--- config.mk ---
export PLATFORM = sky130hd
export DESIGN_NAME = systolic_skew_buffer_flat
export DESIGN_NICKNAME = d
export VERILOG_FILES = /design/src/rtl/systolic_skew_buffer_if.sv /design/src/rtl/systolic_skew_buffer.sv /design/src/flat_wrapper.sv
export SDC_FILE = /design/constraint.sdc
export NUM_CORES = 1
export LEC_CHECK = 0
export BUFFER_PORTS_ARGS = -buffer_cell sky130_fd_sc_hd__buf_4
export CORE_UTILIZATION = 39
export CTS_CLUSTER_DIAMETER = 40
export DETAILED_ROUTE_END_ITERATION = 8
export HOLD_SLACK_MARGIN = 0.02
export PLACE_DENSITY = 0.61
export SLEW_MARGIN = 20
export SYNTH_ARGS = -nofsm -noshare
export SYNTH_HDL_FRONTEND = slang
export SYNTH_SLANG_ARGS = --single-unit
--- constraint.sdc ---
create_clock -name clk -period 2.95 [get_ports clk]
set_clock_uncertainty 0.15 [all_clocks]
set_input_delay 0.4425 -clock clk [delete_from_list [all_inputs] [get_ports clk]]
set_output_delay 0.4425 -clock clk [all_outputs]
set_load 0.1 [all_outputs]
--- src/rtl/systolic_skew_buffer_if.sv ---
// Stream interface of the systolic skew/deskew buffer.
// master: producer/consumer side (bench or array edge); slave: the buffer itself.
interface systolic_skew_buffer_if #(
  parameter int unsigned DATA_WIDTH = 8,
  parameter int unsigned LANES      = 4,
  parameter int unsigned CNT_W      = $clog2(LANES + 1)
);
  logic                          mode_i;
  logic                          in_valid;
  logic                          in_ready;
  logic [LANES*DATA_WIDTH-1:0]   data_i;
  logic                          out_ready;
  logic [LANES-1:0]              out_valid;
  logic [LANES*DATA_WIDTH-1:0]   data_o;
  logic                          mode_o;
  logic [CNT_W-1:0]              wave_count;
  logic                          busy;

  modport master (
    output mode_i, in_valid, data_i, out_ready,
    input  in_ready, out_valid, data_o, mode_o, wave_count, busy
  );

  modport slave (
    input  mode_i, in_valid, data_i, out_ready,
    output in_ready, out_valid, data_o, mode_o, wave_count, busy
  );
endinterface

--- src/rtl/systolic_skew_buffer.sv ---
// Lane skew/deskew buffer: lane i is delayed by i (skew, mode 0) or LANES-1-i
// (deskew, mode 1) advancing cycles, plus one registered output stage.
// out_ready low freezes everything; a mode change is taken only when empty.
// Optional feature macro: SKEW_ZERO_FILL_EN (bubbles carry 0, invalid lanes read 0).
module systolic_skew_buffer #(
  parameter int unsigned DATA_WIDTH = 8,
  parameter int unsigned LANES      = 4,
  parameter int unsigned CNT_W      = $clog2(LANES + 1)
) (
  input logic                   clk,
  input logic                   sync_reset,
  systolic_skew_buffer_if.slave bus
);

  localparam int unsigned Stages = LANES - 1;

  typedef logic [DATA_WIDTH-1:0] lane_t;

  // Per-lane delay chain; valids are shared because every lane carries the same vector.
  lane_t              stage_q [LANES][Stages];
  logic [Stages-1:0]  vld_q;
  lane_t              out_q   [LANES];
  logic [LANES-1:0]   out_vld_q;
  logic [CNT_W-1:0]   cnt_q;
  logic               mode_q;

  logic               in_ready;
  logic               accept;
  logic               advance;
  logic               dec;
  logic [LANES-1:0]   tap_vld;
  lane_t              taps    [LANES][LANES];
  lane_t              nxt_data [LANES];
  logic [LANES-1:0]   nxt_vld;
  logic [CNT_W-1:0]   cnt_d;

  function automatic int unsigned lane_delay(input int unsigned lane, input logic mode);
    return mode ? (LANES - 1 - lane) : lane;
  endfunction

  // Handshake, tap selection per lane and wavefront count next-state.
  always_comb begin
    in_ready = bus.out_ready && (bus.mode_i == mode_q);
    accept   = bus.in_valid && in_ready;
    advance  = bus.out_ready;
    // Tap LANES-1 feeds the longest lane in both modes.
    dec      = advance && vld_q[Stages-1];
    tap_vld  = {vld_q, accept};
    for (int unsigned l = 0; l < LANES; l++) begin
      taps[l][0] = bus.data_i[l*DATA_WIDTH +: DATA_WIDTH];
`ifdef SKEW_ZERO_FILL_EN
      if (!accept) taps[l][0] = '0;
`endif
      for (int unsigned k = 1; k < LANES; k++) begin
        taps[l][k] = stage_q[l][k-1];
      end
      nxt_data[l] = '0;
      nxt_vld[l]  = 1'b0;
      for (int unsigned k = 0; k < LANES; k++) begin
        if (k == lane_delay(l, mode_q)) begin
          nxt_data[l] = taps[l][k];
          nxt_vld[l]  = tap_vld[k];
        end
      end
`ifdef SKEW_ZERO_FILL_EN
      if (!nxt_vld[l]) nxt_data[l] = '0;
`endif
    end
    cnt_d = cnt_q;
    if (accept && !dec) begin
      cnt_d = cnt_q + CNT_W'(1);
    end else if (!accept && dec) begin
      cnt_d = cnt_q - CNT_W'(1);
    end
  end

  // Shift chains, output stage, count and mode register.
  always_ff @(posedge clk) begin
    if (sync_reset) begin
      for (int unsigned l = 0; l < LANES; l++) begin
        for (int unsigned s = 0; s < Stages; s++) begin
          stage_q[l][s] <= '0;
        end
        out_q[l] <= '0;
      end
      vld_q     <= '0;
      out_vld_q <= '0;
      cnt_q     <= '0;
      mode_q    <= 1'b0;
    end else begin
      if (advance) begin
        for (int unsigned l = 0; l < LANES; l++) begin
          for (int unsigned s = 0; s < Stages; s++) begin
            stage_q[l][s] <= taps[l][s];
          end
          out_q[l] <= nxt_data[l];
        end
        vld_q     <= tap_vld[Stages-1:0];
        out_vld_q <= nxt_vld;
        cnt_q     <= cnt_d;
      end
      // Mode switch ignores out_ready so a stalled empty buffer can still change mode.
      if ((bus.mode_i != mode_q) && (cnt_q == '0)) begin
        mode_q <= bus.mode_i;
      end
    end
  end

  // Output packing.
  always_comb begin
    bus.data_o = '0;
    for (int unsigned l = 0; l < LANES; l++) begin
      bus.data_o[l*DATA_WIDTH +: DATA_WIDTH] = out_q[l];
    end
  end

  assign bus.in_ready   = in_ready;
  assign bus.out_valid  = out_vld_q;
  assign bus.mode_o     = mode_q;
  assign bus.wave_count = cnt_q;
  assign bus.busy       = (cnt_q != '0);

endmodule

--- src/flat_wrapper.sv ---
// flat-port wrapper written by rule: the top's interface ports become plain ports
module systolic_skew_buffer_flat 
#(
  parameter int unsigned DATA_WIDTH = 8,
  parameter int unsigned LANES      = 4,
  parameter int unsigned CNT_W      = $clog2(LANES + 1)
)
  (clk, sync_reset, bus_mode_i, bus_in_valid, bus_data_i, bus_out_ready, bus_in_ready, bus_out_valid, bus_data_o, bus_mode_o, bus_wave_count, bus_busy);
  systolic_skew_buffer_if #(.DATA_WIDTH(DATA_WIDTH), .LANES(LANES), .CNT_W(CNT_W)) bus_i ();
  input logic clk;
  input logic sync_reset;
  input wire logic [$bits(bus_i.mode_i)-1:0] bus_mode_i;
  input wire logic [$bits(bus_i.in_valid)-1:0] bus_in_valid;
  input wire logic [$bits(bus_i.data_i)-1:0] bus_data_i;
  input wire logic [$bits(bus_i.out_ready)-1:0] bus_out_ready;
  output wire logic [$bits(bus_i.in_ready)-1:0] bus_in_ready;
  output wire logic [$bits(bus_i.out_valid)-1:0] bus_out_valid;
  output wire logic [$bits(bus_i.data_o)-1:0] bus_data_o;
  output wire logic [$bits(bus_i.mode_o)-1:0] bus_mode_o;
  output wire logic [$bits(bus_i.wave_count)-1:0] bus_wave_count;
  output wire logic [$bits(bus_i.busy)-1:0] bus_busy;
  assign bus_i.mode_i = bus_mode_i;
  assign bus_i.in_valid = bus_in_valid;
  assign bus_i.data_i = bus_data_i;
  assign bus_i.out_ready = bus_out_ready;
  assign bus_in_ready = bus_i.in_ready;
  assign bus_out_valid = bus_i.out_valid;
  assign bus_data_o = bus_i.data_o;
  assign bus_mode_o = bus_i.mode_o;
  assign bus_wave_count = bus_i.wave_count;
  assign bus_busy = bus_i.busy;
  systolic_skew_buffer #(.DATA_WIDTH(DATA_WIDTH), .LANES(LANES), .CNT_W(CNT_W)) u_core (.clk(clk), .sync_reset(sync_reset), .bus(bus_i));
endmodule
### After elaboration in Yosys (flattened, before gate mapping)

Memories as Yosys holds them, arrays and structs flattened.
Cells that the tools add are included.

* add/sub/neg operators: 2
* equal/unequal tests: 14
* multiplexer cells: 59
* bitwise logic cells: 16
* reduce and logical (&&, ||, !) cells: 16

Operators with widths (count)
* $mux 8: 32
* $eq 2x32->1 const A: 7
* $logic_not 32->1: 4
* $eq 1x32->1 const A: 3
* $mux 1: 21
* $or 1x1->1: 16
* $mux 2: 4
* $logic_and 1x1->1: 6
* $mux 3: 2
* $add 3x1->3 const B: 1
* $logic_not 3->1: 1
* $reduce_bool 3->1: 1
* $sub 3x1->3 const B: 1
* $eq 1x2->1 const A: 1
* $eq 2x2->1 const A: 1
* $logic_not 1->1: 2
* $reduce_and 2->1: 1
* $reduce_bool 2->1: 1
* $eq 1x1->1: 1
* $ne 1x1->1: 1

* register bits: 11
* bits in writable memories: 128
* input port bits: 37
* output and inout port bits: 42
* word-level logic and storage cells: 113
* memories: 2

Memory list
* u_core.stage_q: words 4, width 24, rd ports 4, clocked after Yosys merged registers in 0, wr ports 4, RTL line systolic_skew_buffer.sv:20 `lane_t stage_q [LANES][Stages];`
* u_core.out_q: words 4, width 8, rd ports 4, clocked after Yosys merged registers in 0, wr ports 4, RTL line systolic_skew_buffer.sv:22 `lane_t out_q [LANES];`

### Logic depth before layout (Yosys ltp)

* depth after elaboration: 7
* mapped depth: 10

### Worst setup path before layout

OpenSTA, ideal clock, no wires.

* kind: reg-to-reg
* start: reg u_core.mode_q, in the netlist u_core.bus.mode_o
* end: reg u_core.cnt_q[2], in the netlist u_core.bus.wave_count[2]
* setup time: 0.116 ns
* data arrival time: 2.540 ns
* data required time: 2.684 ns
* path slack: 0.144 ns
* cell stages (with the launch flop): 11
* period minus slack after synthesis: 2.806 ns
* path through: dfxtp_1 > buf_2 > xnor2_1 > nand3_1 > inv_1 > ha_1 > inv_1 > fa_1 > xnor2_1 > a21oi_1 > a31o_2

* cells in the longest elaborated chain, start to end: 7
* elaborated cells between the ends (all ways): 9

Ends and longest elaborated chain
* start: declaration: RTL line systolic_skew_buffer.sv:25 `logic mode_q;`
* start signal: assignment: RTL line systolic_skew_buffer.sv:104 `mode_q <= bus.mode_i;`
* $eq 1x1->1 (*): RTL line systolic_skew_buffer.sv:43 `in_ready = bus.out_ready && (bus.mode_i == mode_q);`
* $logic_and 1x1->1 (*): RTL line systolic_skew_buffer.sv:43
* $logic_and 1x1->1 (*): RTL line systolic_skew_buffer.sv:44 `accept = bus.in_valid && in_ready;`
* via u_core.accept: RTL line systolic_skew_buffer.sv:28 `logic accept;`
* $logic_not 1->1: RTL line systolic_skew_buffer.sv:72 `end else if (!accept && dec) begin`
* $logic_and 1x1->1: RTL line systolic_skew_buffer.sv:72
* $reduce_bool 2->1 (no source line)
* $reduce_and 2->1 (no source line)
* end signal: assignment: RTL line systolic_skew_buffer.sv:100 `cnt_q <= cnt_d;`
* end: declaration: RTL line systolic_skew_buffer.sv:24 `logic [CNT_W-1:0] cnt_q;`

Mark *: on every way through the listed nets, which the timed path passes. The rest lies on a longest branch.
A chain may end at the register's enable or synchronous reset.

### Worst setup path after layout

* start: reg u_core.mode_q, in the netlist u_core.bus.mode_o
* end: out bus_mode_o

RTL lines
* end: declaration: RTL line flat_wrapper.sv:19 `output wire logic [$bits(bus_i.mode_o)-1:0] bus_mode_o;`

No word-level cell between the ends.

==> impl_metrics.json <==
{
  "yosysTopAreaCellShare_pct": 67.50,
  "finalCritPeriodShare_pct": 78.05,
  "final_net_count": 450,
  "min_delay_path_depth": 2,
  "crit_type": "flip-flop to primary output",
  "cpMostUsedCell": "buf_4",
  "leakagePower_nw": 2.502,
  "synthTopCellsByArea": "edfxtp_1, and2_1, mux2i_1",
  "io_buffers": 78,
  "fill_cells": 1100,
  "async_flop_share_pct": 0,
  "dpl_cell_area_um2": 5664,
  "cpPeakStageDelay_ns": 0.55,
  "initial_utilization_pct": 40.80,
  "vias": 2665,
  "drc_errors": 0,
  "cts_tree": "done",
  "synth-edff-count": 112,
  "synth_nets": 369,
  "final_cell_count_no_fill": 591,
  "ant_nets": 0,
  "yosysSeqAreaShare_pct": 71.92,
  "final_cell_area_um2": 6222,
  "cts_sinks": 123,
  "area_delta_synth_final_pct": 24.89,
  "grt_pass1_vias": 2563,
  "cp.arrival_ns": 1.71,
  "fin_crit_ns": 2.302,
  "dp_slack_ns": 0.6368,
  "dp.cells": 560,
  "reg2reg_to": "u_core.bus.wave_count[2]",
  "cp_max_fo": 40,
  "cts_buffer_depth": 2,
  "first_pass_iters": 4,
  "max_freq_ghz": 0.4343,
  "first_iter_violations": 127,
  "rsz0062_at_grt": "no",
  "required_ns": 2.36,
  "p_sw_mw": 1.201,
  "wl_per_cell_um": 14.07,
  "ctsHoldBuffers": 0,
  "setup_ws_ns": 0.6476,
  "r2r_slack_ns": 0.83,
  "root_buffer": "clkbuf_16",
  "syn_area_um2": 4982,
  "power.total_mw": 4.619,
  "slew_headroom_pct": 48.23,
  "wl_mm": 8.313,
  "min_from": "bus_data_i[19]",
  "synth_common_cells": "edfxtp_1, and2_1, nor2_1",
  "hold_end": "u_core.stage_q[2][19]",
  "post_cts_buffers": 0,
  "holdCritPathClass": "primary input to flip-flop",
  "peakVddDrop_mv": 0.3729,
  "drive_above_1_share_pct": 26.95,
  "syn_avg_cell_area_um2": 15.10,
  "reg2reg_depth": 9,
  "clock_latency_ns": 0.40,
  "slew_violations": 0,
  "slowest_stage": "buf_4",
  "cap_violations": 0,
  "intPower_mw": 3.418,
  "p_comb_share_pct": 13.0,
  "startpoint_type": "flip-flop",
  "die_y_um": 115.0,
  "cts_resized": 0,
  "ys_ff_latch": 123,
  "powerDensity_nw_per_um2": 742.3,
  "hpwlAfterDp_mm": 4.605,
  "hold_viol": 0,
  "place.gp.congestion": 0.7390,
  "synth_flop_cell": "edfxtp_1",
  "numCtsBuffers": 17,
  "synthCells": 330,
  "grtUsageTotal_pct": 13.81,
  "die_x_um": 115.0,
  "yosysWarnings": 0,
  "p_seq_share_pct": 44.9,
  "placementRows": 40,
  "synth.most_common_cell": "edfxtp_1",
  "antenna_found_initial": 0,
  "switching_share_pct": 26.01,
  "setup_tns_ns": 0,
  "pin_count": 79,
  "core-area_um2": 12210,
  "antenna_cells": 0,
  "yosysTopAreaCell": "edfxtp_1",
  "grt_pass1_wl_mm": 13.35,
  "grt_max_degree": 113,
  "setup_viol": 0,
  "clockPowerShare_pct": 42.2,
  "cp-end-kind": "primary output",
  "clk_pin_slew_ns": 0.06,
  "ctsHtreeMaxLevel": 4,
  "cp_cell_sequence": "buf_4 > buf_4",
  "via_per_inst": 4.509,
  "yosysUniqueCellTypes": 26,
  "regToRegStartpoint": "u_core.bus.mode_o",
  "dieArea_um2": 13230,
  "tightest_slew_ns": 0.7765,
  "status": "finished clean",
  "grt-ovfl-total": 0
}
[stage by stage]
step | utilization, % | hold slack, ns
6_report | 50.95 | 0.1687
5_1_grt | 50.95 | 0.1546
4_1_cts | 50.95 | 0.1470
3_5_place_dp | 46.38 | 0.3304
3_3_place_gp | 46.38 | 0.3269
2_1_floorplan | - | 0.3038
[kinds of logic (layout without fill, tap and decap cells)]
family | count (synthesis) | after routing | synth area share, %
and+or+nand+nor | 134 | 134 | 14.59
DFF | 123 | 123 | 71.92
muxes | 38 | 38 | 7.634
buffers and inverters | 22 | 115 | 3.491
AOI/OAI and AO/OA | 8 | 8 | 1.180
xor gates and xnor gates | 3 | 3 | 0.5275
adders and majority gates | 2 | 2 | 0.6529
[sequential cells by signal, summed over array words and instances (netlist names)]
register,count
u_core.vld_q,3
u_core.bus.mode_o,1
u_core.bus.out_valid,4
u_core.bus.wave_count,3
u_core.out_q,32
u_core.stage_q,80
[worst max-delay path, delay by kind of cell, from the launching register on]
family	cells	cell delay [ns]
buffers and inverters	2	0.96
DFF	1	0.33
[power groups by stage]
| stage | registers (mW) | clock network, mW | logic [mW] |
|---|---|---|---|
| 5_1_grt | 2.08 | 2.07 | 0.630 |
| 3_3_place_gp | 2.10 | 0 | 0.597 |
| 6_report | 2.07 | 1.95 | 0.598 |
| 2_1_floorplan | 2.38 | 0 | 0.196 |
| 4_1_cts | 2.07 | 1.99 | 0.606 |
| 3_5_place_dp | 2.11 | 0 | 0.603 |
[cell usage in the layout (no fill, tap or decap), types with 3 or more instances in the layout]
cell type	instances
dfxtp_1	10
buf_4	80
xnor2_1	3
inv_1	3
a211oi_1	3
and2_1	81
mux2i_1	38
clkinv_4	3
nor2_1	43
edfxtp_1	112
clkinv_2	4
clkbuf_16	17
[how the worst max path moves through the flow]
stage | start | to | slack (ns) | cells past startpoint
finish | u_core.bus.mode_o | bus_mode_o | 0.65 | 2
global route | u_core.bus.mode_o | bus_mode_o | 0.55 | 2
CTS | u_core.bus.mode_o | bus_mode_o | 0.61 | 2
detailed placement | bus_mode_i | u_core.bus.wave_count[2] | 0.64 | 10
global placement | bus_mode_i | u_core.bus.wave_count[2] | 0.72 | 10
floorplan | u_core.bus.mode_o | u_core.bus.wave_count[2] | 0.14 | 10
[layer usage]
layer / global-route usage [%] / vias up / part of all wire (%)
li1: - / 1319 / -
met3: 4.955 / 10 / 3.6
met2: 21.24 / 52 / 49
met5: 0 / - / 0
met4: 6.061 / 0 / 1.3
met1: 17.60 / 1284 / 46
[layout make-up]
type | count | area, um2 | area share (%)
Multi-Input combinational cell | 185 | 1237 | 19.89
Tap cell | 168 | 210.2 | 3.378
Sequential cell | 123 | 3585 | 57.61
Timing Repair Buffer | 81 | 620.6 | 9.974
Clock inverter | 13 | 128.9 | 2.071
Inverter | 3 | 11.26 | 0.1810
Clock buffer | 18 | 429.2 | 6.897
(Power assumes the default switching activity.)
